[config.mk]
export PLATFORM = sky130hd
export DESIGN_NAME = branch_resolve_ctrl
export DESIGN_NICKNAME = d
export VERILOG_FILES = /design/src/rtl/branch_resolve_ctrl.sv
export SDC_FILE = /design/constraint.sdc
export NUM_CORES = 1
export LEC_CHECK = 0
export ABC_AREA = 1
export BUFFER_PORTS_ARGS = -buffer_cell sky130_fd_sc_hd__buf_2
export CAP_MARGIN = 20
export CORE_ASPECT_RATIO = 1.5
export CORE_UTILIZATION = 48
export CTS_CLUSTER_SIZE = 20
export DETAILED_ROUTE_END_ITERATION = 6
export GPL_ROUTABILITY_DRIVEN = 0
export PLACE_DENSITY = 0.79
export SLEW_MARGIN = 20
export SYNTH_ARGS = -nofsm -noshare
export SYNTH_HDL_FRONTEND = slang
export SYNTH_SLANG_ARGS = --single-unit
[constraint.sdc]
create_clock -name clk -period 9.2 [get_ports clk]
set_clock_uncertainty 0.2 [all_clocks]
set_input_delay 1.38 -clock clk [delete_from_list [all_inputs] [get_ports clk]]
set_output_delay 1.38 -clock clk [all_outputs]
set_load 0.01 [all_outputs]
[src/rtl/branch_resolve_ctrl.sv]
// ---------------------------------------------------------------------------
// branch_resolve_ctrl
//
// Purpose: takes branch resolutions from the execute stage. A mispredict
// makes it redirect fetch: one REDIRECT cycle (redirect + flush), then
// RECOVER_CYCLES cycles of RECOVER (stall + flush). Every branch resolved in
// IDLE also goes into a small queue of BTB/predictor updates, which is
// drained through a valid/ready channel.
//
// Ports:
//   clk, rst                 rising-edge clock, synchronous active-high reset
//   ex_valid_i/ex_isBranch_i execute stage holds a valid branch/jump
//   ex_pc_i/ex_next_pc_i     branch PC and resolved next PC
//   ex_need_jump_i           resolved direction (taken)
//   ex_branch_fix_i          direction mispredict
//   ex_addr_fix_i            target mispredict
//   redirect_o/redirect_pc_o fetch redirect pulse and its target
//   flush_o/stall_o          kill fetch/decode contents, hold fetch
//   upd_*                    BTB update channel (queue head, valid/ready)
//
// Optional feature: when the macro BRANCH_STATS_EN is defined, the block
// gains the 32-bit wrapping counters stat_branch_o, stat_mispred_o and
// stat_drop_o.
// ---------------------------------------------------------------------------
module branch_resolve_ctrl #(
    parameter int WIDTH          = 32,
    parameter int UPD_DEPTH      = 2,
    parameter int RECOVER_CYCLES = 1
) (
    input  logic             clk,
    input  logic             rst,
    input  logic             ex_valid_i,
    input  logic             ex_isBranch_i,
    input  logic [WIDTH-1:0] ex_pc_i,
    input  logic [WIDTH-1:0] ex_next_pc_i,
    input  logic             ex_need_jump_i,
    input  logic             ex_branch_fix_i,
    input  logic             ex_addr_fix_i,
    output logic             redirect_o,
    output logic [WIDTH-1:0] redirect_pc_o,
    output logic             flush_o,
    output logic             stall_o,
    output logic             upd_valid_o,
    input  logic             upd_ready_i,
    output logic [WIDTH-1:0] upd_pc_o,
    output logic [WIDTH-1:0] upd_target_o,
    output logic             upd_taken_o
`ifdef BRANCH_STATS_EN
    ,
    output logic [31:0]      stat_branch_o,
    output logic [31:0]      stat_mispred_o,
    output logic [31:0]      stat_drop_o
`endif
);

    localparam int PTR_W = $clog2(UPD_DEPTH);
    localparam int CNT_W = $clog2(RECOVER_CYCLES + 1);
    localparam int ENT_W = 2 * WIDTH + 1;

    typedef enum logic [1:0] {ST_IDLE, ST_REDIRECT, ST_RECOVER} state_t;

    state_t             r_state;
    state_t             w_state_next;
    logic [CNT_W-1:0]   r_cnt;
    logic [WIDTH-1:0]   r_redirect_pc;

    logic [ENT_W-1:0]   r_q_mem [UPD_DEPTH];
    logic [PTR_W-1:0]   r_wptr;
    logic [PTR_W-1:0]   r_rptr;
    logic [PTR_W:0]     r_count;

    logic               w_resolve;
    logic               w_mispredict;
    logic               w_full;
    logic               w_pop;
    logic               w_push;
    logic               w_drop;
    logic [ENT_W-1:0]   w_head;

    // Execute-stage inputs only count in IDLE; during REDIRECT/RECOVER
    // they come from the wrong path.
    assign w_resolve    = (r_state == ST_IDLE) & ex_valid_i & ex_isBranch_i;
    assign w_mispredict = w_resolve & (ex_branch_fix_i | ex_addr_fix_i);

    // ---------------- FSM: state register ----------------
    always_ff @(posedge clk) begin
        if (rst) begin
            r_state <= ST_IDLE;
        end else begin
            r_state <= w_state_next;
        end
    end

    // ---------------- FSM: next state ----------------
    always_comb begin
        w_state_next = r_state;
        case (r_state)
            ST_IDLE:     if (w_mispredict) w_state_next = ST_REDIRECT;
            ST_REDIRECT: w_state_next = ST_RECOVER;
            ST_RECOVER:  if (r_cnt == CNT_W'(1)) w_state_next = ST_IDLE;
            default:     w_state_next = ST_IDLE;
        endcase
    end

    // ---------------- FSM: outputs ----------------
    always_comb begin
        redirect_o = 1'b0;
        flush_o    = 1'b0;
        stall_o    = 1'b0;
        case (r_state)
            ST_REDIRECT: begin
                redirect_o = 1'b1;
                flush_o    = 1'b1;
            end
            ST_RECOVER: begin
                stall_o = 1'b1;
                flush_o = 1'b1;
            end
            default: ;
        endcase
    end

    // The recovery counter is loaded during REDIRECT, so RECOVER sees the
    // full count in its first cycle. Leaving when the count is 1 therefore
    // gives exactly RECOVER_CYCLES stall cycles.
    always_ff @(posedge clk) begin
        if (rst) begin
            r_cnt <= '0;
        end else if (r_state == ST_REDIRECT) begin
            r_cnt <= CNT_W'(RECOVER_CYCLES);
        end else if (r_state == ST_RECOVER) begin
            r_cnt <= r_cnt - 1'b1;
        end
    end

    always_ff @(posedge clk) begin
        if (rst) begin
            r_redirect_pc <= '0;
        end else if (w_mispredict) begin
            r_redirect_pc <= ex_next_pc_i;
        end
    end

    assign redirect_pc_o = r_redirect_pc;

    // ---------------- BTB update queue ----------------
    // A pop in the same cycle frees a slot, so a push into a full queue is
    // accepted then. Otherwise a push into a full queue is dropped, because
    // updates are only hints.
    assign w_full = (r_count == (PTR_W + 1)'(UPD_DEPTH));
    assign w_pop  = (r_count != '0) & upd_ready_i;
    assign w_push = w_resolve & (~w_full | w_pop);
    assign w_drop = w_resolve & w_full & ~w_pop;

    // Storage needs no reset: entries are only visible while count != 0.
    always_ff @(posedge clk) begin
        if (w_push) begin
            r_q_mem[r_wptr] <= {ex_pc_i, ex_next_pc_i, ex_need_jump_i};
        end
    end

    // The pointers span exactly UPD_DEPTH (a power of two), so they wrap
    // on their own.
    always_ff @(posedge clk) begin
        if (rst) begin
            r_wptr  <= '0;
            r_rptr  <= '0;
            r_count <= '0;
        end else begin
            if (w_push) r_wptr <= r_wptr + 1'b1;
            if (w_pop)  r_rptr <= r_rptr + 1'b1;
            case ({w_push, w_pop})
                2'b10:   r_count <= r_count + 1'b1;
                2'b01:   r_count <= r_count - 1'b1;
                default: r_count <= r_count;
            endcase
        end
    end

    assign w_head       = r_q_mem[r_rptr];
    assign upd_valid_o  = (r_count != '0);
    assign upd_pc_o     = w_head[ENT_W-1 -: WIDTH];
    assign upd_target_o = w_head[WIDTH:1];
    assign upd_taken_o  = w_head[0];

`ifdef BRANCH_STATS_EN
    logic [31:0] r_stat_branch;
    logic [31:0] r_stat_mispred;
    logic [31:0] r_stat_drop;

    always_ff @(posedge clk) begin
        if (rst) begin
            r_stat_branch  <= '0;
            r_stat_mispred <= '0;
            r_stat_drop    <= '0;
        end else begin
            if (w_resolve)    r_stat_branch  <= r_stat_branch + 32'd1;
            if (w_mispredict) r_stat_mispred <= r_stat_mispred + 32'd1;
            if (w_drop)       r_stat_drop    <= r_stat_drop + 32'd1;
        end
    end

    assign stat_branch_o  = r_stat_branch;
    assign stat_mispred_o = r_stat_mispred;
    assign stat_drop_o    = r_stat_drop;
`endif

endmodule

==> flow_metrics.env <==
export IMPL_finalCriticalPeriod_ns=3.55
export IMPL_vias_per_cell=5.06
export IMPL_yosysWarnings=0
export IMPL_grt_pass1_vias=3885
export IMPL_finalSetupTns_ns=0
export IMPL_crit_fanout=65
export IMPL_yosysTopAreaCellShare_pct=61.1
export IMPL_ff2ff_setup_slack_ns=6.28
export IMPL_clock_path_buffers=2
export IMPL_start_kind="flop"
export IMPL_coreArea_mm2=0.0130
export IMPL_grt_pass1_wl_um=19000
export IMPL_grt_max_degree=66
export IMPL_dp_hpwl_um=8460
export IMPL_cts_resized=0
export IMPL_die_x_um=96.2
export IMPL_ys_seq_area_share_pct=73.7
export IMPL_synthCells=406
export IMPL_max_slew_margin_pct=40.5
export IMPL_ys_ff_latch=170
export IMPL_clkPwrFrac_pct=33.3
export IMPL_holdCritPathClass="reg -> reg"
export IMPL_placed_area_mm2=0.00732
export IMPL_synth_compound_area_share_pct=3.27
export IMPL_vias=3821
export IMPL_r2r_start="r_state[0]$_SDFFE_PP0P_"
export IMPL_drt_initial_drc_count=217
export IMPL_power_leakage_nw=3.15
export IMPL_floorplan_die_area_mm2=0.0138
export IMPL_fillCellCount=1022
export IMPL_critical_path_arrival_ns=1.97
export IMPL_cts_hold_buf=0
export IMPL_antenna_found_initial=1
export IMPL_grt_overflow_total=0
export IMPL_hold_start="r_cnt$_SDFFE_PP0P_"
export IMPL_routed_wl_um=12400
export IMPL_synth_mux_area_share_pct=11.5
export IMPL_start_util_pct=49.3
export IMPL_rsz0062_at_grt="false"
export IMPL_seq_area_mm2=0.00471
export IMPL_multi_input_area_mm2=0.00148
export IMPL_fmax_mhz=282
export IMPL_p_seq_share_pct=47.6
export IMPL_grtUsageTotal_pct=19.1
export IMPL_synthToLayoutAreaGrowth_pct=23.6
export IMPL_post_route_cell_area_mm2=0.00790
export IMPL_yosys_area_share_adder_pct=0.980
export IMPL_final_hold_viol_count=0
export IMPL_die_y_um=143
export IMPL_cap_violations=0
export IMPL_place_inst=722
export IMPL_num_io_pins=173
export IMPL_instances_no_fill=755
export IMPL_clock_latency_ns=0.42
export IMPL_powerDensity_mw_per_mm2=260
export IMPL_ys_types=27
export IMPL_status="completed"
export IMPL_max_vdd_ir_drop_uv=196
export IMPL_worstSetupPathType="reg -> out"
export IMPL_drive_above_1_share_pct=42.9
export IMPL_worstMarginPinSlew_ns=0.892
export IMPL_yosys_area_share_simple_pct=7.27
export IMPL_drc=0
export IMPL_cts_tree="yes"
export IMPL_path_clk_slew_ns=0.06
export IMPL_cts_root_buffer="clkbuf_16"
export IMPL_p_comb_share_pct=19.0
export IMPL_yosysTopAreaCell="edfxtp_1"
export IMPL_maxSlewViolCount=0
export IMPL_clock_sinks=170
export IMPL_synth_fp_nets=483
export IMPL_fin_nets=659
export IMPL_yosys_top_cells_area="edfxtp_1 61%, dfxtp_1 13%, mux2_1 8.8%, nor2_2 2.9%, mux2_2 2.6%"
export IMPL_cts_made_buffers=17
export IMPL_synth_top_family_by_area="multiplexers"
export IMPL_firstDrtPassIters=6
export IMPL_antenna_left=0
export IMPL_avgRoutedWirePerCell_um=16.4
export IMPL_end_kind="primary output"
export IMPL_io_buffer_count=172
export IMPL_swShare_pct=27.4
export IMPL_cts_setup_buffers=0
export IMPL_syn_area_mm2=0.00639
export IMPL_hold_ws_ns=0.271
export IMPL_power_switching_mw=0.563
export IMPL_internal_power_mw=1.49
export IMPL_htree_levels=4
export IMPL_rows=51
export IMPL_fin_crit_sh_pct=38.6
export IMPL_setup_viol=0
export IMPL_synth_xor_area_share_pct=0
export IMPL_syn_avg_cell_area_um2=15.7
export IMPL_cp_required_ns=7.62
layer usage:
layer	GRT usage, %	vias to the layer above	share of wire (%)
met1	20.2	1828	37
met2	32.8	133	54
met4	12.3	0	4.8
li1	-	1821	-
met3	4.79	39	4.7
met5	0	-	0
cell usage in the layout (no fill, tap or decap):
cell type / count
nand2_1: 12
buf_4: 2
nor3_1: 1
mux2_1: 50
nand3_2: 1
nor2_2: 30
o21ai_0: 4
dfxtp_4: 1
buf_2: 172
clkinv_1: 4
edfxtp_1: 130
diode_2: 1
a31oi_1: 1
nor2_1: 42
bufinv_16: 2
clkinv_2: 2
nor2_4: 3
mux2_2: 15
o21ai_1: 30
inv_2: 1
clkbuf_16: 17
nand3_1: 4
a21oi_1: 5
inv_4: 1
inv_6: 4
dfxtp_1: 39
ha_1: 5
o21bai_1: 1
nor2_8: 1
inv_1: 12
clkinv_4: 3
through the flow:
step / worst slack, ns / utilization [%] / power (mW)
after floorplan: 4.10 / - / 1.24
after global routing: 5.54 / 60.9 / 2.15
after global placement: 5.50 / 56.5 / 1.38
final: 5.65 / 60.9 / 2.06
after CTS: 5.61 / 60.9 / 2.08
after detailed placement: 5.42 / 56.5 / 1.39
sequential cells by signal (all words and copies together) (netlist names), named ones only:
register and cells:
r_cnt 1, r_count 2, r_q_mem 130, r_rptr 1, r_state 2, r_wptr 1
redirect_pc_o 32
power by group through the flow:
stage	Clock, mW	Combinational [mW]	Sequential [mW]
2_1_floorplan	0	0.264	0.974
3_3_place_gp	0	0.387	0.991
3_5_place_dp	0	0.396	0.997
4_1_cts	0.696	0.399	0.981
5_1_grt	0.728	0.433	0.991
6_report	0.684	0.391	0.979
worst paths after layout:
kind | endpoint | cells past startpoint
worst max register to register | r_q_mem[1][1]$_DFFE_PP_ | 7
worst max-delay path | upd_pc_o[28] | 2
worst min register to register | r_cnt$_SDFFE_PP0P_ | 1
worst min-delay path | r_cnt$_SDFFE_PP0P_ | 1
area by class of cell:
| type | count | share of cell area [%] |
|---|---|---|
| antenna | 1 | 0.0317 |
| timing repair buffer | 174 | 11.1 |
| inverter | 14 | 0.697 |
| sequential | 170 | 59.6 |
| clock buffer | 17 | 5.39 |
| tap | 159 | 2.52 |
| multi-input combinational | 205 | 18.8 |
| clock inverter | 15 | 1.85 |
cell families after synthesis:
family | Yosys count
flops | 170
fa+ha+maj | 5
buf+inv | 31
compound gates | 41
simple gates | 94
mux | 65
worst max-delay path, cell delays in order, from the launching register on:
cell	delay, ns
dfxtp_4	0.90
mux2_2	0.44
buf_2	0.14
synth_stat cells:
cell type    n
inv_1       12
mux2_2      15
buf_6       10
dfxtp_1     40
a21oi_1      5
nand2_1     12
nor2_8       1
nor3_1       1
o21bai_1     1
clkbuf_1     1
buf_8        1
edfxtp_1   130
nor2_4       1
nor2_1      44
mux2_1      50
buf_2        3
buf_4        1
nand3_2      1
inv_4        1
inv_2        1
ha_1         5
a31oi_1      1
o21ai_1     30
nand3_1      4
o21ai_0      4
nor2_2      30
clkbuf_2     1
(Power assumes the default switching activity.)
